File: src/rtl/datapath_ctrl_pkg.sv
// Purpose: shared types and constants for the datapath sequencing controller.
// Latency: n/a (types, constants and a pure decode helper only).
// Backpressure: n/a.
package datapath_ctrl_pkg;

  localparam int DATA_W_C = 16;

  // Instruction field positions
  localparam int OPC_HI = 15;
  localparam int OPC_LO = 13;
  localparam int OP_HI  = 12;
  localparam int OP_LO  = 11;
  localparam int RN_HI  = 10;
  localparam int RN_LO  = 8;
  localparam int RD_HI  = 7;
  localparam int RD_LO  = 5;
  localparam int SH_HI  = 4;
  localparam int SH_LO  = 3;
  localparam int RM_HI  = 2;
  localparam int RM_LO  = 0;
  localparam int IMM_HI = 7;
  localparam int IMM_LO = 0;

  // Opcode / op constants
  localparam logic [2:0] OPC_MOV = 3'b110;
  localparam logic [2:0] OPC_ALU = 3'b101;
  localparam logic [1:0] OP_MOVI = 2'b10;
  localparam logic [1:0] OP_MOVR = 2'b00;
  localparam logic [1:0] OP_ADD  = 2'b00;
  localparam logic [1:0] OP_CMP  = 2'b01;
  localparam logic [1:0] OP_AND  = 2'b10;
  localparam logic [1:0] OP_MVN  = 2'b11;

  // ALUop codes
  localparam logic [1:0] ALU_ADD  = 2'b00;
  localparam logic [1:0] ALU_SUB  = 2'b01;
  localparam logic [1:0] ALU_AND  = 2'b10;
  localparam logic [1:0] ALU_NOTB = 2'b11;

  // shift codes
  localparam logic [1:0] SH_NONE = 2'b00;
  localparam logic [1:0] SH_LSL1 = 2'b01;
  localparam logic [1:0] SH_LSR1 = 2'b10;
  localparam logic [1:0] SH_ASR1 = 2'b11;

  typedef enum logic [2:0] {
    ST_IDLE, ST_WIMM, ST_GETA, ST_GETB, ST_EXEC, ST_WRC, ST_DONE, ST_ERR
  } state_e;

  typedef enum logic [2:0] {
    K_MOVI, K_MOVR, K_ADD, K_CMP, K_AND, K_MVN, K_ILL
  } kind_e;

  // Fully decoded view of one instruction word
  typedef struct packed {
    kind_e                 kind;
    logic [2:0]            rn;
    logic [2:0]            rd;
    logic [2:0]            rm;
    logic [1:0]            op;
    logic [1:0]            sh;
    logic [DATA_W_C-1:0]   imm;
  } dec_t;

  // Legality / instruction class from opcode and op fields
  function automatic kind_e classify(input logic [2:0] opc, input logic [1:0] op);
    kind_e k;
    k = K_ILL;
    if (opc == OPC_MOV) begin
      if (op == OP_MOVI)      k = K_MOVI;
      else if (op == OP_MOVR) k = K_MOVR;
    end else if (opc == OPC_ALU) begin
      case (op)
        OP_ADD:  k = K_ADD;
        OP_CMP:  k = K_CMP;
        OP_AND:  k = K_AND;
        default: k = K_MVN;
      endcase
    end
    return k;
  endfunction

endpackage

File: src/rtl/datapath_ctrl_dec.sv
// Purpose: field extraction, legality check and imm8 extension of one instruction.
// Latency: purely combinational.
// Backpressure: none (no handshake).
// Ports: instr (16-bit word in) -> dec (packed decode struct out).
module datapath_ctrl_dec
  import datapath_ctrl_pkg::*;
#(
  parameter bit SEXT = 1'b1
) (
  input  logic [DATA_W_C-1:0] instr,
  output dec_t                dec
);

  logic [7:0] imm8;

  always_comb begin
    imm8     = instr[IMM_HI:IMM_LO];
    dec      = '0;
    dec.kind = classify(instr[OPC_HI:OPC_LO], instr[OP_HI:OP_LO]);
    dec.rn   = instr[RN_HI:RN_LO];
    dec.rd   = instr[RD_HI:RD_LO];
    dec.rm   = instr[RM_HI:RM_LO];
    dec.op   = instr[OP_HI:OP_LO];
    dec.sh   = instr[SH_HI:SH_LO];
    if (SEXT) dec.imm = {{(DATA_W_C-8){imm8[7]}}, imm8};
    else      dec.imm = {{(DATA_W_C-8){1'b0}}, imm8};
  end

endmodule

File: src/rtl/datapath_ctrl.sv
// Purpose: sequences datapath load/select/write strobes for one instruction at a time.
// Latency: accept->done MOV-imm 2, MOV-reg/MVN/CMP 4, ADD/AND 5; illegal -> err at 1.
// Backpressure: in_ready high only in IDLE; instr port ignored until the next handshake.
// Ports: clk/reset; instr/in_valid/in_ready handshake; done/err pulses;
//        datapath controls datapath_in, vsel, writenum, readnum, write,
//        loada/b/c, loads, asel, bsel, shift, ALUop.
module datapath_ctrl
  import datapath_ctrl_pkg::*;
#(
  parameter int DATA_W = 16,
  parameter bit SEXT   = 1'b1
) (
  input  logic              clk,
  input  logic              reset,
  input  logic [DATA_W-1:0] instr,
  input  logic              in_valid,
  output logic              in_ready,
  output logic              done,
  output logic              err,
  output logic [DATA_W-1:0] datapath_in,
  output logic              vsel,
  output logic [2:0]        writenum,
  output logic [2:0]        readnum,
  output logic              write,
  output logic              loada,
  output logic              loadb,
  output logic              loadc,
  output logic              loads,
  output logic              asel,
  output logic              bsel,
  output logic [1:0]        shift,
  output logic [1:0]        ALUop
);

  state_e            state_q, state_d;
  logic [DATA_W-1:0] instr_q, instr_d;
  logic              accept;
  kind_e             in_kind;
  dec_t              dec_q;

  // All outputs decode from the latched copy only
  datapath_ctrl_dec #(.SEXT(SEXT)) u_dec (
    .instr (instr_q),
    .dec   (dec_q)
  );

  assign in_ready = (state_q == ST_IDLE);

  always_comb begin
    accept  = in_valid && (state_q == ST_IDLE);
    instr_d = accept ? instr : instr_q;
    // Dispatch needs the class of the word being accepted, before it is latched
    in_kind = classify(instr[OPC_HI:OPC_LO], instr[OP_HI:OP_LO]);
    state_d = state_q;
    case (state_q)
      ST_IDLE: begin
        if (accept) begin
          case (in_kind)
            K_MOVI:              state_d = ST_WIMM;
            K_ADD, K_CMP, K_AND: state_d = ST_GETA;
            K_MOVR, K_MVN:       state_d = ST_GETB;
            default:             state_d = ST_ERR;
          endcase
        end
      end
      ST_WIMM: state_d = ST_DONE;
      ST_GETA: state_d = ST_GETB;
      ST_GETB: state_d = ST_EXEC;
      ST_EXEC: state_d = (dec_q.kind == K_CMP) ? ST_DONE : ST_WRC;
      ST_WRC:  state_d = ST_DONE;
      default: state_d = ST_IDLE;
    endcase
  end

  always_comb begin
    done        = 1'b0;
    err         = 1'b0;
    datapath_in = '0;
    vsel        = 1'b0;
    writenum    = '0;
    readnum     = '0;
    write       = 1'b0;
    loada       = 1'b0;
    loadb       = 1'b0;
    loadc       = 1'b0;
    loads       = 1'b0;
    asel        = 1'b0;
    bsel        = 1'b0;
    shift       = SH_NONE;
    ALUop       = ALU_ADD;
    case (state_q)
      ST_WIMM: begin
        vsel        = 1'b1;
        writenum    = dec_q.rn;
        write       = 1'b1;
        datapath_in = dec_q.imm;
      end
      ST_GETA: begin
        readnum = dec_q.rn;
        loada   = 1'b1;
      end
      ST_GETB: begin
        readnum = dec_q.rm;
        loadb   = 1'b1;
      end
      ST_EXEC: begin
        shift = dec_q.sh;
        // MOV-reg shares op=00 with ADD; zeroing A turns the add into a pass-through
        ALUop = (dec_q.kind == K_MOVR) ? ALU_ADD : dec_q.op;
        asel  = (dec_q.kind == K_MOVR) || (dec_q.kind == K_MVN);
        loadc = (dec_q.kind != K_CMP);
        loads = (dec_q.kind != K_MOVR);
      end
      ST_WRC: begin
        writenum = dec_q.rd;
        write    = 1'b1;
      end
      ST_DONE: done = 1'b1;
      ST_ERR:  err  = 1'b1;
      default: ;
    endcase
  end

  always_ff @(posedge clk) begin
    if (reset) begin
      state_q <= ST_IDLE;
      instr_q <= '0;
    end else begin
      state_q <= state_d;
      instr_q <= instr_d;
    end
  end

endmodule

File: config.mk
export PLATFORM = sky130hd
export DESIGN_NAME = datapath_ctrl
export DESIGN_NICKNAME = d
export VERILOG_FILES = /design/src/rtl/datapath_ctrl_pkg.sv /design/src/rtl/datapath_ctrl_dec.sv /design/src/rtl/datapath_ctrl.sv
export SDC_FILE = /design/constraint.sdc
export NUM_CORES = 1
export LEC_CHECK = 0
export CAP_MARGIN = 20
export CORE_MARGIN = 2
export CORE_UTILIZATION = 43
export DETAILED_ROUTE_END_ITERATION = 12
export PLACE_DENSITY = 0.85
export SETUP_SLACK_MARGIN = 0.2
export SYNTH_ARGS = -nofsm -noshare
export SYNTH_HDL_FRONTEND = slang
export SYNTH_SLANG_ARGS = --single-unit
File: constraint.sdc
create_clock -name clk -period 2.6 [get_ports clk]
set_input_delay 0.52 -clock clk [delete_from_list [all_inputs] [get_ports clk]]
set_output_delay 0.52 -clock clk [all_outputs]
set_load 0.1 [all_outputs]
=== After elaboration in Yosys (flattened, before gate mapping) ===
Cells that the tools add are included.

* Mux-type cells: 29
* Reductions and logical operators: 9
* Bitwise logic cells: 0
* Div/mod/pow operators: 0
* Eq/ne operators: 26
* Add/subtract/negate cells: 0
* Shift-type cells: 0
* Multipliers: 0
* Order comparisons: 0

{| class="wikitable"
|+ Operator list
! kind !! count
|-
| $eq A3 B3 Y1 const B || 11
|-
| $mux W3 || 9
|-
| $pmux W3 S3 || 3
|-
| $mux W16 || 1
|-
| $eq A3 B2 Y1 const B || 5
|-
| $pmux W3 S5 || 1
|-
| $pmux W3 S2 || 2
|-
| $eq A3 B1 Y1 const B || 3
|-
| $mux W1 || 9
|-
| $mux W2 || 4
|-
| $logic_not A3 Y1 || 2
|-
| $eq A2 B1 Y1 const B || 2
|-
| $eq A2 B2 Y1 const B || 2
|-
| $logic_not A2 Y1 || 2
|-
| $reduce_or A2 Y1 || 2
|-
| $ne A3 B1 Y1 const B || 1
|-
| $ne A3 B2 Y1 const B || 1
|-
| $reduce_or A3 Y1 || 1
|-
| $ne A2 B1 Y1 const B || 1
|-
| $logic_and A1 B1 Y1 || 1
|-
| $logic_or A1 B1 Y1 || 1
|}

* Word-level logic and storage cells: 66
* Memory bits (read-only): 0
* Bits in registers: 19
* Bits of input ports: 19
* Memories: 0
* Latch bits: 0
* Bits in writable memories: 0

=== Longest topological paths before layout ===
* Depth in word-level cells: 9
* Mapped depth: 6
* Gate-level depth less buffers: 3

=== Cells and area by module ===
Synthesis repeated with hierarchy kept, for this count alone.

* Cells, all modules: 183
* Area, all modules: 1353.8 µm²

{| class="wikitable"
|+ By module, submodules not included
! module !! cells an instance !! times used !! area an instance (µm²)
|-
| datapath_ctrl || 146 || 1 || 1073.5
|-
| datapath_ctrl_dec || 37 || 1 || 280.3
|}

=== Worst setup path after synthesis ===
OpenSTA, ideal clock, no wires.

* Path kind: register -> output
* Start point: reg state_q[0]
* End point: out datapath_in[10]
* Arrival: 3.657 ns
* Cell stages (with the launch flop): 6
* Required time: 2.080 ns
* Slack: -1.577 ns
* Cell sequence: dfxtp_1 -> buf_4 -> nand2b_1 -> nor2_1 -> and2_1 -> buf_4

* Cells in the longest elaborated chain, start to end: 2

{| class="wikitable"
|+ RTL lines
! item !! RTL line !! RTL
|-
| start, declared || datapath_ctrl.sv:35 || <nowiki>state_e state_q, state_d;</nowiki>
|-
| start signal, assigned || datapath_ctrl.sv:129 || <nowiki>state_q <= state_d;</nowiki>
|-
| $eq A3 B1 Y1 || datapath_ctrl.sv:91 || <nowiki>case (state_q)</nowiki>
|-
| $mux W16 || datapath_ctrl.sv:91 ||
|-
| end, declared || datapath_ctrl.sv:20 || <nowiki>output logic [DATA_W-1:0] datapath_in,</nowiki>
|}

Every way passes these cells.

=== Worst setup path in the final report ===
* Start point: reg state_q[2]
* End point: out loadc

* Cells in the longest elaborated chain, start to end: 2

{| class="wikitable"
|+ RTL lines
! item !! RTL line !! RTL
|-
| $eq A3 B3 Y1 || datapath_ctrl.sv:91 ||
|-
| $mux W1 || datapath_ctrl.sv:91 ||
|-
| end, declared || datapath_ctrl.sv:27 || <nowiki>output logic loadc,</nowiki>
|}

Every way passes these cells.

==> results.txt <==
vias per inst -> 5.42
Placed Cells -> 217
Vias -> 1220
crit path time final -> 2.30 ns
hpwl dp -> 2790 µm
Synth cell types -> 31
core footprint -> 2480 µm²
Antenna Cells -> 0
Worst Path Class, Setup -> flip-flop to output pin
initial antenna violation count -> 0
routed wire length -> 3620 µm
FF+latch count, synth -> 19
max cap viols -> 0
Power Dens Cells -> 923 nW/µm²
Hold WC Path Type -> flip-flop to flip-flop
GP Congestion -> 0.840
Final Hold Viols -> 0
Fill cells -> 144
die width -> 54.9 µm
# IOs -> 56
WL/cell -> 16.1 µm
Starting Density -> 45.0%
CP endpoint kind -> output pin
first drt pass iteration count -> 4
Synth Area per Inst -> 7.58 µm²
Async SR Flop Fraction -> 0%
full die area -> 3020 µm²
sequential area share after synthesis -> 34.1%
share of layout cells above drive strength 1 -> 35.9%
Num CTS Buffers -> 3
Worst Path Max Fanout -> 8
Clock Sinks -> 19
status -> complete, no violations
Layout area overhead -> 84.4%
pin count of the biggest net entering global routing -> 17
placed inst area -> 1990 µm²
max frequency -> 436 MHz
post-synthesis cell count -> 147
kind of cell adding the most delay to the critical path -> flip-flops
Pleak -> 0.000800 µW
DRC -> 0
WP data arrival -> 1.78 ns
startpoint types -> flip-flop
Design Power -> 1900 µW
post-route ant nets -> 0
final worst slack -> 0.305 ns
Slowest-stage cell, CP -> dfxtp_1
RSZ-0062 raised after global routing -> false
ys flop type -> dfxtp_1
cells along the critical path -> nor3b_4 > a21boi_2 > buf_12
Layout Skew -> 0.000697 ns
# setup viols final -> 0
Clk pin slew, worst setup/hold paths -> 0.10 ns
clk root buf -> clkbuf_4
fin. max-slew vios -> 0
pre-CTS WS -> 0.392 ns
CTS tree -> yes
post-synth net total -> 166
clock buffer depth -> 2
DR iter-0 viols -> 36
vias in the first global route -> 1197
Worst R2R Setup Slack -> 0.76 ns
GRT Util Overall -> 26.6%
worst skew pair latency -> 0.30 ns
period utilisation layout -> 88.3%
row cnt -> 18
I/O Buffers -> 54
Post-Synthesis Cell Area -> 1110 µm²
die height -> 54.9 µm
Slew HR -> 64.6%
Max stage delay on crit path -> 0.58 ns
Cell Count, Final, Fillers Out -> 225
Worst EP required -> 2.08 ns
worst vdd ir -> 0.790 mV
Least-Margin Pin Slew -> 0.531 ns
Design Area, Final -> 2060 µm²
grt ovf -> 0
synth warn -> 0
first-pass GRT wire length -> 5600 µm
CP bufs+invs -> 1
Post-synth EDFFs -> 0
nets@finish -> 215
setup TNS -> 0 ns
H-Tree Depth -> 1
## cells in the final DEF (no fill, tap or decap), types with 2 or more instances in the layout
| cell | netlist | final |
|---|---|---|
| mux2i_1 | 6 | 6 |
| clkbuf_4 | 0 | 3 |
| a21oi_1 | 18 | 18 |
| and3_1 | 2 | 2 |
| and2_2 | 0 | 6 |
| and2_4 | 0 | 3 |
| buf_12 | 0 | 34 |
| and2_1 | 12 | 4 |
| nand2_1 | 34 | 34 |
| nor2b_1 | 3 | 3 |
| nor2_1 | 11 | 5 |
| clkdlybuf4s50_1 | 0 | 18 |
| buf_4 | 11 | 9 |
| a21boi_2 | 0 | 2 |
| nor2_2 | 0 | 5 |
| inv_1 | 3 | 3 |
| dfxtp_1 | 19 | 18 |
## final timing paths
check,from,end,cells after the start
max,state_q[2],loadc,3
min,instr_q[4],instr_q[4],2
max reg2reg,state_q[0],instr_q[3],4
min reg2reg,instr_q[4],instr_q[4],2
## worst min-delay path, delay by kind of cell, from the launching register on
kind / cells / cell delay, ns
AO/OA/AOI/OAI: 1 / 0.05
flip-flops: 1 / 0.33
AND/OR/NAND/NOR: 1 / 0.05
## registers in the layout, indices dropped and copies added, names as in the netlist
name,count
instr_q,16
state_q,3
## report_power, final
group | internal, µW | switching (µW)
Clock | 59.9 | 90.4
Combinational | 447 | 839
Sequential | 355 | 106
## area by class of cell
cell class | instances | area [µm²] | share of cell area, %
sequential | 19 | 382 | 18.6
inverter | 3 | 11.3 | 0.548
tap | 30 | 37.5 | 1.83
multi-input combinational | 108 | 671 | 32.6
timing repair buffer | 61 | 928 | 45.2
clock buffer | 4 | 26.3 | 1.28
## synthesized netlist by cell type, types with 2 or more instances
cell       n  share of area, %
nand2_1   34                11
mux2i_1    6               5.4
nor3b_1    2               1.3
and2_1    12               6.7
nor3_1     2              0.90
buf_4     11               7.4
buf_1      2              0.67
nor2_1    11               3.7
nor2b_1    3               1.7
a21boi_0   2               1.3
and3_1     2               1.1
inv_1      3               1.0
buf_2      3               1.3
dfxtp_1   19                34
nand2b_1   2               1.1
a21oi_1   18               8.1
## per-stage QoR
stage / util (%) / hold WS [ns]
after floorplan: - / 0.440
after global routing: 83.0 / 0.501
after CTS: 82.7 / 0.474
after global placement: 80.3 / 0.453
final: 83.0 / 0.470
after detailed placement: 80.3 / 0.461
## kinds of logic after synthesis
family                 share of synthesized area [%]
AND/OR/NAND/NOR                                 34.9
AO/OA/AOI/OAI                                   13.5
buffers and inverters                           11.8
flip-flops                                      34.1
multiplexers                                    5.39
other                                          0.336
## routing by layer
metal,global-route usage [%],part of all wire [%],vias to the layer above
met5,0,0,-
met4,11.8,1.7,0
met3,3.49,4.3,8
met2,46.6,54,56
met1,32.2,40,578
li1,-,-,578
## what timing repair did
item	4_1_cts	5_1_grt
pin swaps	2	0
cloned	1	0
buffers inserted	3	0
setup endpoints to repair	9	15
resized for setup	2	2
hold buffers	0	0
No activity file was read; power rests on OpenSTA's default activity.
